[config.mk]
export PLATFORM = sky130hd
export DESIGN_NAME = alu_pipe_stream
export DESIGN_NICKNAME = d
export VERILOG_FILES = /design/src/rtl/alu_pipe_stream.sv
export SDC_FILE = /design/constraint.sdc
export NUM_CORES = 1
export LEC_CHECK = 0
export ABC_AREA = 1
export BUFFER_PORTS_ARGS = -buffer_cell sky130_fd_sc_hd__buf_4
export CORE_MARGIN = 3
export CORE_UTILIZATION = 50
export DETAILED_ROUTE_END_ITERATION = 8
export GPL_TIMING_DRIVEN = 1
export PLACE_DENSITY = 0.69
export SYNTH_ARGS = -nofsm -noshare
export SYNTH_HDL_FRONTEND = slang
export SYNTH_SLANG_ARGS = --single-unit
[constraint.sdc]
create_clock -name clock -period 2.97 [get_ports clock]
set_input_delay 0.297 -clock clock [delete_from_list [all_inputs] [get_ports clock]]
set_output_delay 0.297 -clock clock [all_outputs]
set_load 0.05 [all_outputs]
[src/rtl/alu_pipe_stream.sv]
// Elastic two-stage ALU: stage 1 registers operands over a valid/ready handshake,
// stage 2 registers the result and flags; includes an op counter and sticky flags.
module alu_pipe_stream #(
  parameter int W     = 8,
  parameter int CNT_W = 16
) (
  input  logic             clock,
  input  logic             reset_n,
  input  logic             in_valid,
  output logic             in_ready,
  input  logic [W-1:0]     a,
  input  logic [W-1:0]     b,
  input  logic [3:0]       alu_control,
  output logic             out_valid,
  input  logic             out_ready,
  output logic [W-1:0]     result,
  output logic             negative,
  output logic             zero,
  output logic             carry_out,
  output logic             overflow,
  output logic             illegal_op,
  input  logic             clear_stats,
  output logic [CNT_W-1:0] op_count,
  output logic             sticky_overflow,
  output logic             sticky_carry
);

  typedef enum logic [3:0] {
    OP_ADD = 4'd0,
    OP_SUB = 4'd1,
    OP_AND = 4'd2,
    OP_OR  = 4'd3,
    OP_XOR = 4'd4,
    OP_NOT = 4'd5,
    OP_SHL = 4'd6,
    OP_SHR = 4'd7,
    OP_SRA = 4'd8
  } alu_op_e;

  // W always fits in W bits because W >= 2.
  localparam logic [W-1:0] SH_LIM = W'(W);

  // Stage 1: captured operands.
  logic         r_s1_valid;
  logic [W-1:0] r_s1_a;
  logic [W-1:0] r_s1_b;
  logic [3:0]   r_s1_op;

  // Stage 2: registered result and flags.
  logic         r_s2_valid;
  logic [W-1:0] r_result;
  logic         r_negative;
  logic         r_zero;
  logic         r_carry;
  logic         r_overflow;
  logic         r_illegal;

  logic [CNT_W-1:0] r_op_count;
  logic             r_sticky_ovf;
  logic             r_sticky_carry;

  logic w_s2_adv;
  logic w_s1_adv;
  logic w_in_xfer;
  logic w_out_xfer;

  assign w_s2_adv   = !r_s2_valid || out_ready;
  assign w_s1_adv   = r_s1_valid && w_s2_adv;
  assign in_ready   = !r_s1_valid || w_s1_adv;
  assign w_in_xfer  = in_valid && in_ready;
  assign w_out_xfer = r_s2_valid && out_ready;

  // NOTE: datapath registers are reset too, so result and flags read 0 after reset.
  // NOTE: sequential state uses non-blocking assignments so all registers update together.
  always_ff @(posedge clock or negedge reset_n) begin
    if (!reset_n) begin
      r_s1_valid <= 1'b0;
      r_s1_a     <= '0;
      r_s1_b     <= '0;
      r_s1_op    <= '0;
    end else begin
      if (w_in_xfer) begin
        r_s1_valid <= 1'b1;
        r_s1_a     <= a;
        r_s1_b     <= b;
        r_s1_op    <= alu_control;
      end else if (w_s1_adv) begin
        r_s1_valid <= 1'b0;
      end
    end
  end

  logic [W:0]   w_sum;
  logic [W:0]   w_diff;
  logic         w_sh_big;
  logic [W-1:0] w_res;
  logic         w_carry;
  logic         w_ovf;
  logic         w_ill;

  assign w_sum    = {1'b0, r_s1_a} + {1'b0, r_s1_b};
  assign w_diff   = {1'b0, r_s1_a} - {1'b0, r_s1_b};
  assign w_sh_big = (r_s1_b >= SH_LIM);

  // NOTE: every always_comb output gets a default first, so no path can infer a latch.
  always_comb begin
    w_res   = '0;
    w_carry = 1'b0;
    w_ovf   = 1'b0;
    w_ill   = 1'b0;
    case (r_s1_op)
      OP_ADD: begin
        w_res   = w_sum[W-1:0];
        w_carry = w_sum[W];
        w_ovf   = (r_s1_a[W-1] == r_s1_b[W-1]) && (w_sum[W-1] != r_s1_a[W-1]);
      end
      OP_SUB: begin
        w_res   = w_diff[W-1:0];
        w_carry = !w_diff[W];
        w_ovf   = (r_s1_a[W-1] != r_s1_b[W-1]) && (w_diff[W-1] != r_s1_a[W-1]);
      end
      OP_AND: w_res = r_s1_a & r_s1_b;
      OP_OR:  w_res = r_s1_a | r_s1_b;
      OP_XOR: w_res = r_s1_a ^ r_s1_b;
      OP_NOT: w_res = ~r_s1_a;
      OP_SHL: w_res = w_sh_big ? '0 : (r_s1_a << r_s1_b);
      OP_SHR: w_res = w_sh_big ? '0 : (r_s1_a >> r_s1_b);
      OP_SRA: w_res = w_sh_big ? {W{r_s1_a[W-1]}} : $unsigned($signed(r_s1_a) >>> r_s1_b);
      default: w_ill = 1'b1;
    endcase
  end

  // Stage 2 only loads when it advances, which holds data stable under backpressure.
  always_ff @(posedge clock or negedge reset_n) begin
    if (!reset_n) begin
      r_s2_valid <= 1'b0;
      r_result   <= '0;
      r_negative <= 1'b0;
      r_zero     <= 1'b0;
      r_carry    <= 1'b0;
      r_overflow <= 1'b0;
      r_illegal  <= 1'b0;
    end else if (w_s2_adv) begin
      r_s2_valid <= r_s1_valid;
      if (r_s1_valid) begin
        r_result   <= w_res;
        r_negative <= w_res[W-1];
        r_zero     <= (w_res == '0);
        r_carry    <= w_carry;
        r_overflow <= w_ovf;
        r_illegal  <= w_ill;
      end
    end
  end

  // clear_stats wins over a coincident output transfer.
  always_ff @(posedge clock or negedge reset_n) begin
    if (!reset_n) begin
      r_op_count     <= '0;
      r_sticky_ovf   <= 1'b0;
      r_sticky_carry <= 1'b0;
    end else if (clear_stats) begin
      r_op_count     <= '0;
      r_sticky_ovf   <= 1'b0;
      r_sticky_carry <= 1'b0;
    end else if (w_out_xfer) begin
      r_op_count     <= r_op_count + 1'b1;
      r_sticky_ovf   <= r_sticky_ovf | r_overflow;
      r_sticky_carry <= r_sticky_carry | r_carry;
    end
  end

  assign out_valid       = r_s2_valid;
  assign result          = r_result;
  assign negative        = r_negative;
  assign zero            = r_zero;
  assign carry_out       = r_carry;
  assign overflow        = r_overflow;
  assign illegal_op      = r_illegal;
  assign op_count        = r_op_count;
  assign sticky_overflow = r_sticky_ovf;
  assign sticky_carry    = r_sticky_carry;

endmodule

==> flow_summary.toml <==
[floorplanning]
die-width_um = 98.0
start_util = 0.532
die_y_um = 98.0
dieArea_mm2 = 0.00961
coreArea_mm2 = 0.00797
ioPinCount = 58
rows = 32

[clock_tree]
numCtsBuffers = 5
cts_hold_buf = 0
clockBufferDepth = 2
htree_num_levels = 2
cts_setup_buffers = 0
cts_root_buf = "clkbuf_8"
clkTransAtPathRegs_ns = 0.10
clk_latency_ns = 0.31
clock_sinks = 52
cts_resized = 0
cts_tree = "built"

[worst_setup_path]
end_kind = "flop"
worstReg2RegEnd = "zero$_DFFE_PN0P_"
cp-start-kind = "flop"
regToRegSetupSlack_ns = 0.40
arrival_ns = 2.83
r2r_start = "r_s1_b[0]$_DFFE_PN0P_"
setup.worst_path.class = "flop to flop"
path_max_fanout = 15
cp_data_required_time_ns = 3.22
reg2reg_depth = 12

[layout]
final_nets = 750
final_cell_mix = "nand2_1, nor2_1, nand3_1"
layout_commonest_cell = "nand2_1"
stdcell_count = 801
syn_to_final_growth_pct = 14.9
antenna-diode-count = 0
seq_area_mm2 = 0.00130
drive_gt1_frac = 0.137
multi_input_area_mm2 = 0.00253
nFillCells = 760

[placed_design]
place_inst = 793
portBuffers = 57
place_congestion = 1.02
post-dp-hpwl_um = 10700

[synth]
synth_cells = 649
yosysSeqAreaShare = 0.307
synth_warnings = 0
ys_types = 39
syn-cell-area_mm2 = 0.00424
synth_nets = 701
syn_avg_cell_area_um2 = 6.53
ys_ff_latch = 52

[timing]
timing.setup.tns_ns = 0
hold_viol = 0
finalSetupViolations = 0
worst_pin_slew_ns = 0.767
fmax_mhz = 389
clock_skew_ns = 0.0132
fin_crit_ns = 2.57
rsz0062_at_grt = "false"
slew_violations = 0
relSlewSlack = 0.488
finalCritPeriodShare = 0.866

[power]
ir_drop_uv = 285
switching_share = 0.470
pwr-share-comb = 0.476
p_sw_mw = 1.33
pwr-share-clk = 0.190
intPower_mw = 1.50
power_density_mw_per_mm2 = 581
p_seq_frac = 0.334
p_leak_nw = 2.48

[min_path]
hold_class = "input port to async pin"

[detailed_routing]
antenna_left = 0
route.detailed.drc = 0
drtIter0Drc = 413
vias = 4556
wl_per_cell_um = 16.6
firstDrtPassIters = 5
via_per_inst = 5.69
wl_um = 13300

[global_routing]
grt_first_pass_wirelength_um = 21700
grt_pass1_vias = 4172
grt_max_degree = 53
antenna_found_initial = 0
track_usage = 0.278
grt-ovfl-total = 0

[run]
maxCapViolCount = 0

[run_status]
status = "finished, final reports clean"
[how the worst max path moves through the flow]
stage	from	end	slack [ns]	cells after the start
finish	r_s1_b[0]$_DFFE_PN0P_	zero$_DFFE_PN0P_	0.40	12
global route	r_s1_b[0]$_DFFE_PN0P_	zero$_DFFE_PN0P_	0.18	12
CTS	r_s1_b[0]$_DFFE_PN0P_	zero$_DFFE_PN0P_	0.45	12
detailed placement	r_s1_b[0]$_DFFE_PN0P_	zero$_DFFE_PN0P_	0.46	12
global placement	r_s1_b[0]$_DFFE_PN0P_	zero$_DFFE_PN0P_	0.53	12
floorplan	r_s1_b[2]$_DFFE_PN0P_	zero$_DFFE_PN0P_	0.65	17
[synthesized netlist by cell type (all sizes together)]
library cell	instances	area [um^2]
a31oi	8	50.1
clkbuf	9	35.0
nor4	1	6.26
nor2	84	348
a21oi	51	255
dfrtp	52	1300
o31ai	1	7.51
o2111ai	1	8.76
xor2	1	8.76
o21bai	1	7.51
nand2	163	622
buf	14	72.6
nor3	16	95.1
a211oi	1	7.51
fa	2	40.0
nand3	74	375
xnor2	1	8.76
o22ai	6	37.5
and2	1	6.26
o21ai	31	155
a22oi	1	7.51
nand3b	1	7.51
inv	78	293
nand4	19	119
o211ai	3	22.5
ha	25	313
or2	4	25.0
[cell families (layout without fill, tap and decap cells)]
| family | after synthesis | count (layout) | share of synthesized area |
|---|---|---|---|
| AOI/OAI and AO/OA | 104 | 104 | 0.132 |
| xor gates and xnor gates | 2 | 2 | 0.00414 |
| adders and majority gates | 27 | 27 | 0.0833 |
| buffers and inverters | 101 | 151 | 0.0945 |
| DFF | 52 | 52 | 0.307 |
| and+or+nand+nor | 363 | 363 | 0.379 |
[flip-flops by register name, summed over array words and instances, names as in the netlist]
| name | flops |
|---|---|
| r_s1_op | 4 |
| zero | 1 |
| r_s1_a | 8 |
| sticky_overflow | 1 |
| op_count | 16 |
| r_s1_valid | 1 |
| carry_out | 1 |
| illegal_op | 1 |
| out_valid | 1 |
| r_s1_b | 8 |
| overflow | 1 |
| sticky_carry | 1 |
| result | 8 |
[critical path: stages, from the launching register on]
cell     delay (ns)
dfrtp_1        0.57
ha_1           0.34
fa_1           0.45
or2_1          0.25
nand3_1        0.08
nand3_1        0.07
nor2_1         0.14
nand3_1        0.11
nor2_1         0.17
nand2_1        0.07
nor2_1         0.11
nand4_1        0.10
nand2_1        0.07
[layout make-up]
| type | count | area share |
|---|---|---|
| repair buffers | 65 | 0.100 |
| flip-flops and latches | 52 | 0.267 |
| multi-input cells | 496 | 0.521 |
| clock inverters | 2 | 0.00797 |
| inverters | 78 | 0.0602 |
| well taps | 102 | 0.0262 |
| clock buffers | 6 | 0.0170 |
[power groups by stage]
stage | Sequential [mW] | Combinational, mW | Clock (mW)
after floorplan | 1.15 | 0.738 | 0
after global placement | 0.951 | 1.32 | 0
after detailed placement | 0.957 | 1.33 | 0
after CTS | 0.943 | 1.33 | 0.540
after global routing | 0.960 | 1.47 | 0.579
final | 0.943 | 1.34 | 0.536
[per-stage QoR]
step                      hold slack [ns]  instance area (um^2)  utilization  total power [mW]  setup slack [ns]
after floorplan                   0.00141                  4240            -              1.88             0.646
after global placement              0.368                  4740        0.595              2.27             0.528
after detailed placement            0.378                  4740        0.595              2.28             0.458
after CTS                          0.0377                  4860        0.611              2.81             0.451
after global routing               0.0550                  4860        0.611              3.01             0.182
final                             0.00445                  4860        0.611              2.82             0.398
[routing by layer]
layer | track usage | vias to the layer above | wire length (um)
met5 | 0 | - | 0
met3 | 0.0429 | 23 | 932
li1 | - | 2231 | -
met1 | 0.412 | 2115 | 6110
met4 | 0.0586 | 0 | 201
met2 | 0.430 | 187 | 6010
No activity file was read; power rests on OpenSTA's default activity.
